## src/rtl/tick_generator.sv

```systemverilog
// Multi-channel tick generator: NUM_CH programmable down-counters, each emitting single-cycle ticks.
// Optional macro TICKGEN_READBACK_EN adds a registered counter readback port (rd_ch / rd_cnt).
module tick_generator #(
    parameter int unsigned       NUM_CH      = 4,
    parameter int unsigned       WIDTH       = 32,
    parameter int unsigned       DEFAULT_DIV = 100_000,
    parameter logic [NUM_CH-1:0] RESET_EN    = {NUM_CH{1'b1}}
) (
    input  logic              clk,
    input  logic              rst,
    input  logic              pause,
    input  logic              cfg_we,
    input  logic [3:0]        cfg_ch,
    input  logic [WIDTH-1:0]  cfg_div,
    input  logic              cfg_oneshot,
    input  logic              cfg_start,
    output logic [NUM_CH-1:0] tick,
    output logic [NUM_CH-1:0] running
`ifdef TICKGEN_READBACK_EN
    ,
    input  logic [3:0]        rd_ch,
    output logic [WIDTH-1:0]  rd_cnt
`endif
);

    localparam logic [WIDTH-1:0] DEF_DIV    = WIDTH'(DEFAULT_DIV);
    localparam logic [WIDTH-1:0] DEF_RELOAD = (DEF_DIV > WIDTH'(1)) ? DEF_DIV - WIDTH'(1) : '0;

    // Divisors 0 and 1 both collapse to a terminal count of zero, i.e. a tick every cycle.
    function automatic logic [WIDTH-1:0] reload(input logic [WIDTH-1:0] d);
        return (d > WIDTH'(1)) ? d - WIDTH'(1) : '0;
    endfunction

    logic [WIDTH-1:0]  div_q [NUM_CH];
    logic [WIDTH-1:0]  cnt_q [NUM_CH];
    logic [NUM_CH-1:0] en_q;
    logic [NUM_CH-1:0] os_q;

    always_ff @(posedge clk) begin
        for (int i = 0; i < NUM_CH; i++) begin
            if (rst) begin
                div_q[i] <= DEF_DIV;
                cnt_q[i] <= DEF_RELOAD;
                en_q[i]  <= RESET_EN[i];
                os_q[i]  <= 1'b0;
                tick[i]  <= 1'b0;
            end else if (cfg_we && (int'(cfg_ch) == i)) begin
                // A write discards any pending terminal count, even one due this cycle.
                div_q[i] <= cfg_div;
                cnt_q[i] <= reload(cfg_div);
                en_q[i]  <= cfg_start;
                os_q[i]  <= cfg_oneshot;
                tick[i]  <= 1'b0;
            end else if (pause || !en_q[i]) begin
                tick[i]  <= 1'b0;
            end else if (cnt_q[i] == '0) begin
                tick[i]  <= 1'b1;
                cnt_q[i] <= reload(div_q[i]);
                if (os_q[i]) begin
                    en_q[i] <= 1'b0;
                end
            end else begin
                cnt_q[i] <= cnt_q[i] - WIDTH'(1);
                tick[i]  <= 1'b0;
            end
        end
    end

    assign running = en_q;

`ifdef TICKGEN_READBACK_EN
    logic [WIDTH-1:0] rd_sel;

    // Out-of-range channel numbers fall through to zero.
    always_comb begin
        rd_sel = '0;
        for (int i = 0; i < NUM_CH; i++) begin
            if (int'(rd_ch) == i) begin
                rd_sel = cnt_q[i];
            end
        end
    end

    always_ff @(posedge clk) begin
        if (rst) begin
            rd_cnt <= '0;
        end else begin
            rd_cnt <= rd_sel;
        end
    end
`endif

endmodule

```

## config.mk

```make
export PLATFORM = sky130hd
export DESIGN_NAME = tick_generator
export DESIGN_NICKNAME = d
export VERILOG_FILES = /design/src/rtl/tick_generator.sv
export SDC_FILE = /design/constraint.sdc
export NUM_CORES = 1
export LEC_CHECK = 0
export CORE_ASPECT_RATIO = 1.2
export CORE_MARGIN = 1
export CORE_UTILIZATION = 55
export CTS_CLUSTER_DIAMETER = 60
export DETAILED_ROUTE_END_ITERATION = 8
export MAX_ROUTING_LAYER = met4
export PLACE_DENSITY = 0.75
export SYNTH_ARGS = -nofsm -noshare
export SYNTH_HDL_FRONTEND = slang
export SYNTH_SLANG_ARGS = --single-unit
```

## constraint.sdc

```tcl
create_clock -name clk -period 9.62 [get_ports clk]
set_input_delay 1.924 -clock clk [delete_from_list [all_inputs] [get_ports clk]]
set_output_delay 1.924 -clock clk [all_outputs]
set_load 0.02 [all_outputs]
```

## Word level (Yosys, flattened, before mapping)

Memory sizes are Yosys's and may differ from the RTL's.
Index checks and enable logic that the tools add are counted.

- Add/sub/neg operators: 9
- Multipliers: 0
- Divide/modulo/power cells: 0
- Magnitude comparators: 5
- Equal/unequal tests: 7
- Shift-type cells: 0
- Muxes and demuxes: 91
- Bitwise operators: 16
- Reductions and logical operators: 29

Operator list:

| operator | count |
|---|---|
| 32-bit two-way mux | 21 |
| 32-bit by 1-bit subtractor with 32-bit output (second input constant) | 9 |
| 32-bit by 1-bit > comparator with 1-bit output (second input constant) | 5 |
| 32-bit zero test | 4 |
| 1-bit two-way mux | 70 |
| 1-bit bitwise OR | 16 |
| 2-bit nonzero test | 8 |
| 3-bit AND reduction | 4 |
| 4-bit by 3-bit equality test with 1-bit output (second input constant) | 2 |
| 2-bit != test (second input constant) | 4 |
| 4-bit by 2-bit equality test with 1-bit output (second input constant) | 1 |
| 1-bit logical AND | 4 |
| 1-bit zero test | 4 |
| 4-bit zero test | 1 |
| 1-bit logical OR | 4 |

- Register bits: 12
- Latch bits: 0
- RAM bits: 256
- ROM bits: 0
- Bits of input ports: 42
- Output and inout port bits: 8
- Logic and storage cells: 168
- Memories kept: 2

Memory list:

| name | words | width | rd ports | clocked after memory_dff | wr ports | RTL line | source |
|---|---|---|---|---|---|---|---|
| cnt_q | 4 | 32 | 4 | 0 | 4 | 35 | `logic [WIDTH-1:0] cnt_q [NUM_CH];` |
| div_q | 4 | 32 | 4 | 0 | 4 | 34 | `logic [WIDTH-1:0] div_q [NUM_CH];` |

## Longest topological paths before layout

- Word-level depth: 8
- Mapped depth: 10

## Worst setup path before layout

Ideal clock, no wire load.

- Kind: input port to flip-flop
- Start point: in cfg_ch[1]
- End point: mem cnt_q[0][0], enable pin
- Library setup time: 0.388 ns
- Arrival time: 4.181 ns
- Data required time: 9.232 ns
- Path slack: 5.051 ns
- Stages on the path: 4
- Path buffers: 0
- Cell sequence: or4b_2 nor2_1 or2_2 a21o_1

RTL lines:

| element | RTL line | source |
|---|---|---|
| start: declaration | 13 | `input logic [3:0] cfg_ch,` |
| end: declaration | 35 |  |

==> results_dict.tcl <==
set metrics [dict create \
    status "finished, final reports clean" \
    drive_gt1_share_pct 6.932 \
    synth_fa_ha_area_share_pct 1.293 \
    drc 0 \
    synth_compound_area_share_pct 11.84 \
    fin_skew_ns 0.009882 \
    crit_family "simple AND/OR/NAND/NOR gates" \
    port_buffers 49 \
    viasPerCell 6.732 \
    path_buf_inv 1 \
    hold_depth 2 \
    path_cells "clkdlybuf4s50_1 -> nor4_1 -> and4b_1 -> and4_1 -> nor2_1 -> a221oi_1 -> a21oi_1" \
    vias 15039 \
    post-place-ws_ns 3.453 \
    period_needed_ns 5.751 \
    grt_pass1_vias 13929 \
    fmax_mhz 173.9 \
    yosys_most_used_dff "edfxtp_1" \
    cp.depth 7 \
    initial_core_util_pct 55.71 \
    clk_pin_slew_ns 0.07 \
    critical_path.endpoint_type "flip-flop" \
    core_area_mm2 0.03127 \
    routabilityCongestion 1.017 \
    p_leak_uw 0.006260 \
    maxCapViolations 0 \
    crit_path_max_incr_delay_ns 0.96 \
    worst-path-max-fanout 27 \
    setup_viol 0 \
    rsz0062_at_grt "no" \
    cts_tree "done" \
    synth_xor_area_share_pct 11.91 \
    slew_violations 0 \
    syn_avg_cell_area_um2 9.766 \
    synth.distinct_cells 79 \
    fin_ws_ns 3.869 \
    die_w_um 164.5 \
    drt_pass1_iterations 6 \
    arrival_ns 6.06 \
    worstMarginPinSlew_ns 1.308 \
    drtIter0Drc 2137 \
    ant_nets 0 \
    wire_per_inst_um 25.18 \
    hpwlAfterDp_um 39040 \
    finalWirelength_um 56260 \
    synthMuxAreaShare_pct 0.2945 \
    worstSetupStartpointType "input pin" \
    worstPathRequired_ns 9.93 \
    r2r_cells 6 \
    syn_to_final_growth_pct 10.51 \
    synth-edff-count 256 \
    path_class "in2reg" \
    synth_warnings 0 \
    setup_tns_ns 0 \
    powerDensity_mw_per_mm2 150.1 \
    final_common_cell "edfxtp_1" \
    critPathSlowestCell "and4_1" \
    syn_area_mm2 0.01742 \
    clk_latency_ns 0.57 \
    globalRouteTotalUtil_pct 36.48 \
    synth-simple-area-share_pct 26.67 \
    gr-total-overflow 0 \
    row_count 71 \
    dieArea_mm2 0.03239 \
    relSlewSlack_pct 12.19 \
    ys_async_sr_fraction_pct 0 \
    cts_resized 0 \
    post_cts_buffers 0 \
    hold_path.class "reg2reg" \
    layout_common_cells "256 x edfxtp_1, 144 x nand2_1, 141 x nor2_1" \
    cts_buffer_depth 3 \
    fp.dieH_um 197.0 \
    cts-hold-fix-buffers 0 \
    irDropWorstVdd_v 0.0001609 \
    grt_max_degree 39 \
    synth_nets 1844 \
    cts_sinks 268 \
    syn_inst 1784 \
    synth_seq_cells 268 \
    fin_crit_sh_pct 59.78 \
    io_pins 50 \
    hold_viol 0 \
    ys_seq_area_share_pct 45.50 \
    cts_max_level 1 \
    synth_top_family_by_area "simple AND/OR/NAND/NOR gates" \
    grt_pass1_wl_um 84580 \
    cts_root_buffer "clkbuf_16" \
    antenna_found_initial 1 \
    num-nets-final 1872 \
    numCtsBuffers 29 \
]
-- synth_stat cells, drive strengths merged (47+ instances only) --
library cell    n  area, µm²
o21ai          95      475.5
nor4           87      601.8
nor2          142      535.5
edfxtp        256       7687
xor2          128       1121
nand2         144      540.5
xnor2         109      954.7
clkbuf         65      254.0
a21oi          47      239.0
nor3           94      480.5
and2          101      631.9
a22oi          60      460.4
-- tightest hold or removal path, cell delays in order (launching register included) --
cell     delay (ns)
dfxtp_1        0.31
nand2_1        0.05
a21oi_1        0.06
-- registers in the layout, indices dropped and copies added (netlist names) --
name / count
os_q: 4
cnt_q: 128
div_q: 128
running: 4
tick: 4
-- where the power goes --
group | internal (µW) | switching (µW) | total [µW]
Combinational | 104 | 199 | 303
Sequential | 1360 | 73.6 | 1430
Clock | 682 | 474 | 1160
Total | 2140 | 746 | 2890
-- per-stage QoR --
stage	cell area, µm²	instances	utilization (%)	hold slack (ns)	power, µW
global route	19250	2233	61.56	0.4924	2966
finish	19250	2234	61.57	0.4646	2890
global placement	18280	2182	58.47	0.4432	1736
detailed placement	18280	2182	58.47	0.4548	1743
CTS	19250	2233	61.56	0.4630	2884
floorplan	17420	1784	-	0.4363	1606
-- cell type report --
type	count	area, µm²
Antenna cell	1	2.502
Clock buffer	31	733.2
Clock inverter	20	234.0
Fill cell	2658	12020
Inverter	26	97.59
Multi-Input combinational cell	1412	9071
Sequential cell	268	7928
Tap cell	401	501.7
Timing Repair Buffer	75	685.7
-- cells by family (layout without fill, tap and decap cells) --
kind of cell	Yosys count	count (layout)
multiplexers	5	5
flip-flops	268	268
buffers and inverters	104	152
AND/OR/NAND/NOR	841	841
XOR/XNOR	237	237
AO/OA/AOI/OAI	311	311
other	0	1
adder cells (fa/ha/maj)	18	18
-- final timing paths --
path         slack, ns    startpoint           to
max               3.87    cfg_div[9]  cnt_q[3][8]
min reg2reg       0.46       os_q[1]      os_q[1]
max reg2reg       6.08  div_q[1][12]  cnt_q[1][1]
min               0.46       os_q[1]      os_q[1]
-- per-layer routing --
| metal | vias up | track usage, % | part of all wire, % |
|---|---|---|---|
| li1 | 6760 | - | - |
| met3 | 173 | 5.072 | 11 |
| met2 | 1036 | 54.31 | 45 |
| met1 | 7070 | 48.91 | 38 |
| met5 | - | - | 0 |
| met4 | 0 | 17.84 | 5.7 |
(Power assumes the default switching activity.)
